<file path="config.mk">
export PLATFORM = sky130hd
export DESIGN_NAME = if_fetch_unit
export DESIGN_NICKNAME = d
export VERILOG_FILES = /design/src/rtl/if_fetch_unit_pkg.sv /design/src/rtl/if_fetch_unit_fetch_fifo.sv /design/src/rtl/if_fetch_unit.sv
export SDC_FILE = /design/constraint.sdc
export NUM_CORES = 1
export LEC_CHECK = 0
export CORE_MARGIN = 5
export CORE_UTILIZATION = 30
export CTS_BUF_LIST = sky130_fd_sc_hd__clkbuf_4 sky130_fd_sc_hd__clkbuf_8
export DETAILED_ROUTE_END_ITERATION = 6
export PLACE_DENSITY_LB_ADDON = 0.25
export SYNTH_ARGS = -nofsm -noshare
export SYNTH_HDL_FRONTEND = slang
export SYNTH_HIERARCHICAL = 1
export SYNTH_SLANG_ARGS = --single-unit
export TNS_END_PERCENT = 30
</file>
<file path="constraint.sdc">
create_clock -name clk -period 11.55 [get_ports clk]
set_clock_uncertainty 0.2 [all_clocks]
set_input_delay 2.31 -clock clk [delete_from_list [all_inputs] [get_ports clk]]
set_output_delay 2.31 -clock clk [all_outputs]
set_load 0.01 [all_outputs]
</file>
<file path="src/rtl/if_fetch_unit_pkg.sv">
// Shared constants for the instruction fetch stage.
//   ADDRESS_LEN : default address/instruction width
//   NOP_INSTR   : instruction word presented to ID when no real instruction is held
//   PC_STEP     : byte distance between consecutive instructions
package if_fetch_unit_pkg;

    localparam int unsigned ADDRESS_LEN = 32;
    localparam logic [31:0] NOP_INSTR   = 32'h0000_0000;
    localparam int unsigned PC_STEP     = 4;

endpackage

</file>
<file path="src/rtl/if_fetch_unit_fetch_fifo.sv">
// In-order fetch queue with synchronous flush.
//   clk, rst   : clock, synchronous active-high reset
//   push       : write push_data at the tail
//   push_data  : entry to store
//   pop        : drop the head entry (caller guarantees non-empty)
//   flush      : discard all entries (wins over push/pop)
//   count      : number of valid entries
//   head       : oldest entry, meaningful when count != 0
module fetch_fifo #(
    parameter int unsigned WIDTH = 64,
    parameter int unsigned DEPTH = 2
) (
    input  logic                       clk,
    input  logic                       rst,
    input  logic                       push,
    input  logic [WIDTH-1:0]           push_data,
    input  logic                       pop,
    input  logic                       flush,
    output logic [$clog2(DEPTH+1)-1:0] count,
    output logic [WIDTH-1:0]           head
);

    localparam int unsigned PTR_W = $clog2(DEPTH);
    localparam int unsigned CNT_W = $clog2(DEPTH + 1);

    logic [WIDTH-1:0] mem_q [DEPTH];
    logic [PTR_W-1:0] wr_ptr_q, wr_ptr_d;
    logic [PTR_W-1:0] rd_ptr_q, rd_ptr_d;
    logic [CNT_W-1:0] count_q, count_d;

    // Pointer and occupancy update; DEPTH is a power of two so pointers wrap naturally.
    always_comb begin
        wr_ptr_d = wr_ptr_q;
        rd_ptr_d = rd_ptr_q;
        count_d  = count_q;
        if (flush) begin
            wr_ptr_d = '0;
            rd_ptr_d = '0;
            count_d  = '0;
        end else begin
            if (push) wr_ptr_d = wr_ptr_q + PTR_W'(1);
            if (pop)  rd_ptr_d = rd_ptr_q + PTR_W'(1);
            count_d = count_q + CNT_W'(push) - CNT_W'(pop);
        end
    end

    always_ff @(posedge clk) begin
        if (rst) begin
            wr_ptr_q <= '0;
            rd_ptr_q <= '0;
            count_q  <= '0;
        end else begin
            wr_ptr_q <= wr_ptr_d;
            rd_ptr_q <= rd_ptr_d;
            count_q  <= count_d;
        end
    end

    // Storage needs no reset; only entries below count are ever read.
    always_ff @(posedge clk) begin
        if (push && !flush) mem_q[wr_ptr_q] <= push_data;
    end

    // Upstream reserves a slot per request, so a push into a full queue is a design bug.
    always_ff @(posedge clk) begin
        if (!rst && !flush) assert (!(push && !pop && (count_q == CNT_W'(DEPTH))));
    end

    assign count = count_q;
    assign head  = mem_q[rd_ptr_q];

endmodule

</file>
<file path="src/rtl/if_fetch_unit.sv">
// Instruction fetch stage and IF/ID pipeline register.
//   clk, rst        : clock, synchronous active-high reset
//   freeze          : ID stall, IF/ID register holds
//   branch_taken    : EXE redirect; flushes queue and IF/ID, drops in-flight words
//   branch_addr     : redirect target (word aligned)
//   imem_req/addr   : fetch request and its address (addr = fetch PC)
//   imem_gnt        : request accepted this cycle
//   imem_rvalid/rdata : in-order instruction return
//   id_valid/pc/instruction : IF/ID register (pc is instruction address + 4)
module if_fetch_unit
    import if_fetch_unit_pkg::*;
#(
    parameter int unsigned      ADDR_W          = ADDRESS_LEN,
    parameter int unsigned      QUEUE_DEPTH     = 2,
    parameter int unsigned      MAX_OUTSTANDING = 2,
    parameter logic [ADDR_W-1:0] RESET_PC       = '0
) (
    input  logic              clk,
    input  logic              rst,
    input  logic              freeze,
    input  logic              branch_taken,
    input  logic [ADDR_W-1:0] branch_addr,
    output logic              imem_req,
    output logic [ADDR_W-1:0] imem_addr,
    input  logic              imem_gnt,
    input  logic              imem_rvalid,
    input  logic [ADDR_W-1:0] imem_rdata,
    output logic              id_valid,
    output logic [ADDR_W-1:0] id_pc,
    output logic [ADDR_W-1:0] id_instruction
);

    localparam int unsigned CNT_W = $clog2(QUEUE_DEPTH + 1);
    localparam int unsigned OUT_W = $clog2(MAX_OUTSTANDING + 1);
    localparam int unsigned SUM_W = $clog2(QUEUE_DEPTH + MAX_OUTSTANDING + 1);
    localparam logic [ADDR_W-1:0] STEP = ADDR_W'(PC_STEP);
    localparam logic [ADDR_W-1:0] NOP  = ADDR_W'(NOP_INSTR);

    logic [ADDR_W-1:0] fetch_pc_q, fetch_pc_d;
    logic [ADDR_W-1:0] resp_pc_q, resp_pc_d;
    logic [OUT_W-1:0]  out_cnt_q, out_cnt_d;
    logic [OUT_W-1:0]  drop_cnt_q, drop_cnt_d;
    logic              id_valid_q, id_valid_d;
    logic [ADDR_W-1:0] id_pc_q, id_pc_d;
    logic [ADDR_W-1:0] id_instr_q, id_instr_d;

    logic [CNT_W-1:0]    q_count;
    logic [2*ADDR_W-1:0] q_head;
    logic [SUM_W-1:0]    used_c;
    logic                pop_c, req_c, hs_c, push_c;

    // Queue pop and request gating. A head popped this cycle frees its slot for
    // a new request, which is what sustains one instruction per cycle.
    always_comb begin
        pop_c  = !rst && !branch_taken && !freeze && (q_count != '0);
        used_c = SUM_W'(q_count) + SUM_W'(out_cnt_q) - SUM_W'(pop_c);
        req_c  = !rst && !branch_taken
                 && (used_c < SUM_W'(QUEUE_DEPTH))
                 && (out_cnt_q < OUT_W'(MAX_OUTSTANDING));
        hs_c   = req_c && imem_gnt;
        push_c = !rst && imem_rvalid && !branch_taken && (drop_cnt_q == '0);
    end

    fetch_fifo #(
        .WIDTH (2 * ADDR_W),
        .DEPTH (QUEUE_DEPTH)
    ) u_fetch_fifo (
        .clk       (clk),
        .rst       (rst),
        .push      (push_c),
        .push_data ({resp_pc_q + STEP, imem_rdata}),
        .pop       (pop_c),
        .flush     (branch_taken),
        .count     (q_count),
        .head      (q_head)
    );

    // Fetch PC, in-flight bookkeeping and IF/ID register next state.
    always_comb begin
        fetch_pc_d = fetch_pc_q;
        resp_pc_d  = resp_pc_q;
        drop_cnt_d = drop_cnt_q;
        id_valid_d = id_valid_q;
        id_pc_d    = id_pc_q;
        id_instr_d = id_instr_q;
        out_cnt_d  = out_cnt_q + OUT_W'(hs_c) - OUT_W'(imem_rvalid);

        if (hs_c) fetch_pc_d = fetch_pc_q + STEP;

        // resp_pc tracks the address of the next non-discarded response.
        if (imem_rvalid) begin
            if (drop_cnt_q != '0)   drop_cnt_d = drop_cnt_q - OUT_W'(1);
            else if (!branch_taken) resp_pc_d  = resp_pc_q + STEP;
        end

        if (branch_taken) begin
            // Everything still in flight after this cycle belongs to the old path.
            fetch_pc_d = branch_addr;
            resp_pc_d  = branch_addr;
            drop_cnt_d = out_cnt_d;
            id_valid_d = 1'b0;
            id_pc_d    = '0;
            id_instr_d = NOP;
        end else if (freeze) begin
            id_valid_d = id_valid_q;
        end else if (q_count != '0) begin
            id_valid_d = 1'b1;
            id_pc_d    = q_head[2*ADDR_W-1:ADDR_W];
            id_instr_d = q_head[ADDR_W-1:0];
        end else begin
            id_valid_d = 1'b0;
            id_pc_d    = '0;
            id_instr_d = NOP;
        end
    end

    always_ff @(posedge clk) begin
        if (rst) begin
            fetch_pc_q <= RESET_PC;
            resp_pc_q  <= RESET_PC;
            out_cnt_q  <= '0;
            drop_cnt_q <= '0;
            id_valid_q <= 1'b0;
            id_pc_q    <= '0;
            id_instr_q <= NOP;
        end else begin
            fetch_pc_q <= fetch_pc_d;
            resp_pc_q  <= resp_pc_d;
            out_cnt_q  <= out_cnt_d;
            drop_cnt_q <= drop_cnt_d;
            id_valid_q <= id_valid_d;
            id_pc_q    <= id_pc_d;
            id_instr_q <= id_instr_d;
        end
    end

    assign imem_req       = req_c;
    assign imem_addr      = fetch_pc_q;
    assign id_valid       = id_valid_q;
    assign id_pc          = id_pc_q;
    assign id_instruction = id_instr_q;

endmodule

</file>
==> impl_metrics.yaml <==
placed_design:
  dp_cells: 1524
  gp_congestion: 0.794
  port_buffers: 167
  placed_area_um2: 13400
  hpwl_mm: 18.4
  preCtsSetupSlack_ns: 2.86
synthesis:
  async_flop_share: 0
  synth_edf_count: 128
  ys_ff_latch: 266
  syn_avg_cell_area_um2: 12.8
  seq_area_frac_synth: 0.583
  ys.flop_type: "dfxtp_1"
  synthMuxAreaShare: 0.0864
  synth_fa_ha_area_frac: 0.0117
  synth_top_family_by_area: "compound AO/OA/AOI/OAI gates"
  syn_nets: 968
  synth_xor_area_frac: 0.0615
  ys_types: 63
  yosysWarnings: 6
  yosys.area_share.simple: 0.106
  syn_area_um2: 11300
  synth_cells: 888
  synth-compound-area-share: 0.111
setup_path:
  cp_max_fo: 68
  arrival_ns: 6.05
  r2r_setup_slack_ns: 6.81
  startpoint: "rst"
  worstSetupPathType: "input pin to output pin"
  crit_path_start_kind: "input pin"
  end_kind: "output pin"
  r2r-end: "drop_cnt_q[1]"
  required_ns: 9.04
  r2r_cells: 16
  timing.rr.start: "u_fetch_fifo/count[1]"
outcome:
  outcome: "complete, no violations"
clock_tree:
  cts_made_buffers: 48
  clk_pin_slew_ns: 0.05
  cts_sinks: 266
  clockBufferDepth: 3
  htreeDepth: 2
  cts_hold_buf: 0
  root_buffer: "clkbuf_8"
  ctsResizeCount: 0
  cts_setup_buffers: 0
  insertion_delay_ns: 0.57
  cts_tree: "built"
grt:
  grt_pass1_vias: 7553
  gr-total-overflow: 0
  grt_use_total: 0.132
  grt_max_degree: 69
  antenna_found_initial: 0
  grt_pass1_wl_mm: 43.5
floorplan:
  core_area_um2: 37500
  dieArea_um2: 41700
  die_y_um: 204
  dieWidth_um: 204
  io_pins: 168
  placement_rows: 71
  initial_core_util: 0.302
power:
  pwr_density_cell_nw_per_um2: 145
  leakagePower_nw: 5.03
  fin_total_pwr_mw: 2.09
  ir_drop_mv: 0.0655
layout:
  postLayoutCellArea_um2: 14400
  nFillCells: 3714
  syn_to_final_growth_pct: 27.1
  drive_gt1_frac: 0.163
  diodes: 0
  nNetsFinal: 1143
  finalNonFillerCells: 1613
  final_util: 0.384
timing:
  hold_ws_ns: 0.252
  setup_viol: 0
  rsz0062_at_grt: "false"
  slew_viol_final: 0
  max_freq_mhz: 117
  fin_crit_ns: 8.56
  finalCritPeriodShare: 0.741
  setup_tns_ns: 0
  tightest_slew_ns: 0.977
  hold_viol: 0
  layout_setup_ws_ns: 2.99
  relSlewSlack: 0.349
detailed_routing:
  drtIter0Drc: 322
  routedWlPerCell_um: 17.4
  post_drt_via_cell_ratio: 4.60
  wirelength_mm: 28.1
  ant_nets: 0
  drt-pass1-iter-count: 4
  route.vias.total: 7418
  drc: 0
run:
  drv_cap: 0
worst_hold_path:
  min_to: "id_valid"
  whs_path_depth: 1
  min-delay-start: "id_valid"
  min_path_type: "register to register"
power by group:
group | switching [mW] | total (mW) | internal [mW]
Sequential | 0.0285 | 1.04 | 1.02
Clock | 0.380 | 0.888 | 0.508
Combinational | 0.0771 | 0.154 | 0.0773
Total | 0.486 | 2.09 | 1.60
cell usage in the layout, fill, tap and decap left out, drive strengths merged, types with 33 or more instances in the layout:
| cell type | instances |
|---|---|
| edfxtp | 128 |
| xnor2 | 51 |
| a22o | 64 |
| inv | 35 |
| a21boi | 34 |
| a21oi | 35 |
| dfxtp | 138 |
| nand2 | 50 |
| clkdlybuf4s50 | 165 |
| clkbuf | 75 |
| nor2 | 33 |
| mux2 | 66 |
sequential cells by signal, summed over array words and instances, names as in the netlist, named ones only:
register / flops
u_fetch_fifo/mem_q: 128
id_instruction: 32
out_cnt_q: 2
u_fetch_fifo/count: 2
drop_cnt_q: 2
id_pc: 32
u_fetch_fifo/rd_ptr_q: 1
imem_addr: 32
u_fetch_fifo/wr_ptr_q: 1
id_valid: 1
resp_pc_q: 32
worst max-delay path by stage:
stage	endpoint	slack (ns)	depth (start not counted)
global route	imem_req	2.76	11
floorplan	u_fetch_fifo/mem_q[0][0]	3.07	4
global placement	imem_req	2.93	11
CTS	imem_req	2.85	11
finish	imem_req	2.99	11
detailed placement	imem_req	2.86	11
layer usage:
layer / GRT usage / vias up / share of wire
li1: - / 3644 / -
met1: 0.182 / 3528 / 0.48
met2: 0.202 / 197 / 0.44
met3: 0.0373 / 49 / 0.063
met4: 0.0397 / 0 / 0.021
met5: 0 / - / 0
cells by family (layout without fill, tap and decap cells):
group	count (synthesis)	after routing
adders and majority gates	10	10
buffers and inverters	86	300
xor gates and xnor gates	78	78
DFF	266	266
and+or+nand+nor	210	210
muxes	67	67
AOI/OAI and AO/OA	171	171
cells in the mapped netlist (all sizes together) (2+ instances only):
master / instances / area share
dfxtp: 138 / 0.24
nand2: 50 / 0.017
nand4: 22 / 0.015
edfxtp: 128 / 0.34
and3: 9 / 0.0050
nor3b: 2 / 0.0013
and4: 6 / 0.0046
buf: 22 / 0.019
a22o: 64 / 0.049
o21bai: 2 / 0.0013
clkbuf: 28 / 0.0094
o211ai: 3 / 0.0020
mux2: 66 / 0.085
a21oi: 35 / 0.015
a311oi: 2 / 0.0015
nor3: 22 / 0.010
nor4: 13 / 0.012
a211oi: 6 / 0.0040
nor4b: 2 / 0.0029
ha: 9 / 0.0099
or4: 6 / 0.0046
and2: 6 / 0.0033
o31a: 2 / 0.0015
inv: 35 / 0.012
xnor2: 51 / 0.039
a21boi: 34 / 0.023
o21a: 3 / 0.0020
a31oi: 4 / 0.0022
nor2: 33 / 0.011
o21ai: 8 / 0.0035
or3: 7 / 0.0039
nand2b: 2 / 0.0011
nand3: 26 / 0.012
o311ai: 2 / 0.0015
xor2: 26 / 0.020
cell type report:
type / count / area [µm²] / share of cell area
Sequential cell: 266 / 6610 / 0.459
Multi-Input combinational cell: 536 / 4300 / 0.298
Timing Repair Buffer: 175 / 1720 / 0.120
Clock buffer: 75 / 926 / 0.0643
Tap cell: 511 / 639 / 0.0444
Inverter: 36 / 135 / 0.00939
Clock inverter: 14 / 65.1 / 0.00452
critical path, stage by stage:
cell             delay, ns
buf_2                 0.10
buf_4                 0.29
or2_2                 0.47
a211oi_4              0.22
buf_4                 0.66
ha_1                  0.37
nand2b_1              0.15
fa_1                  0.49
nor4b_4               0.26
and2_1                0.17
clkdlybuf4s50_1       0.55
(Power assumes the default switching activity.)
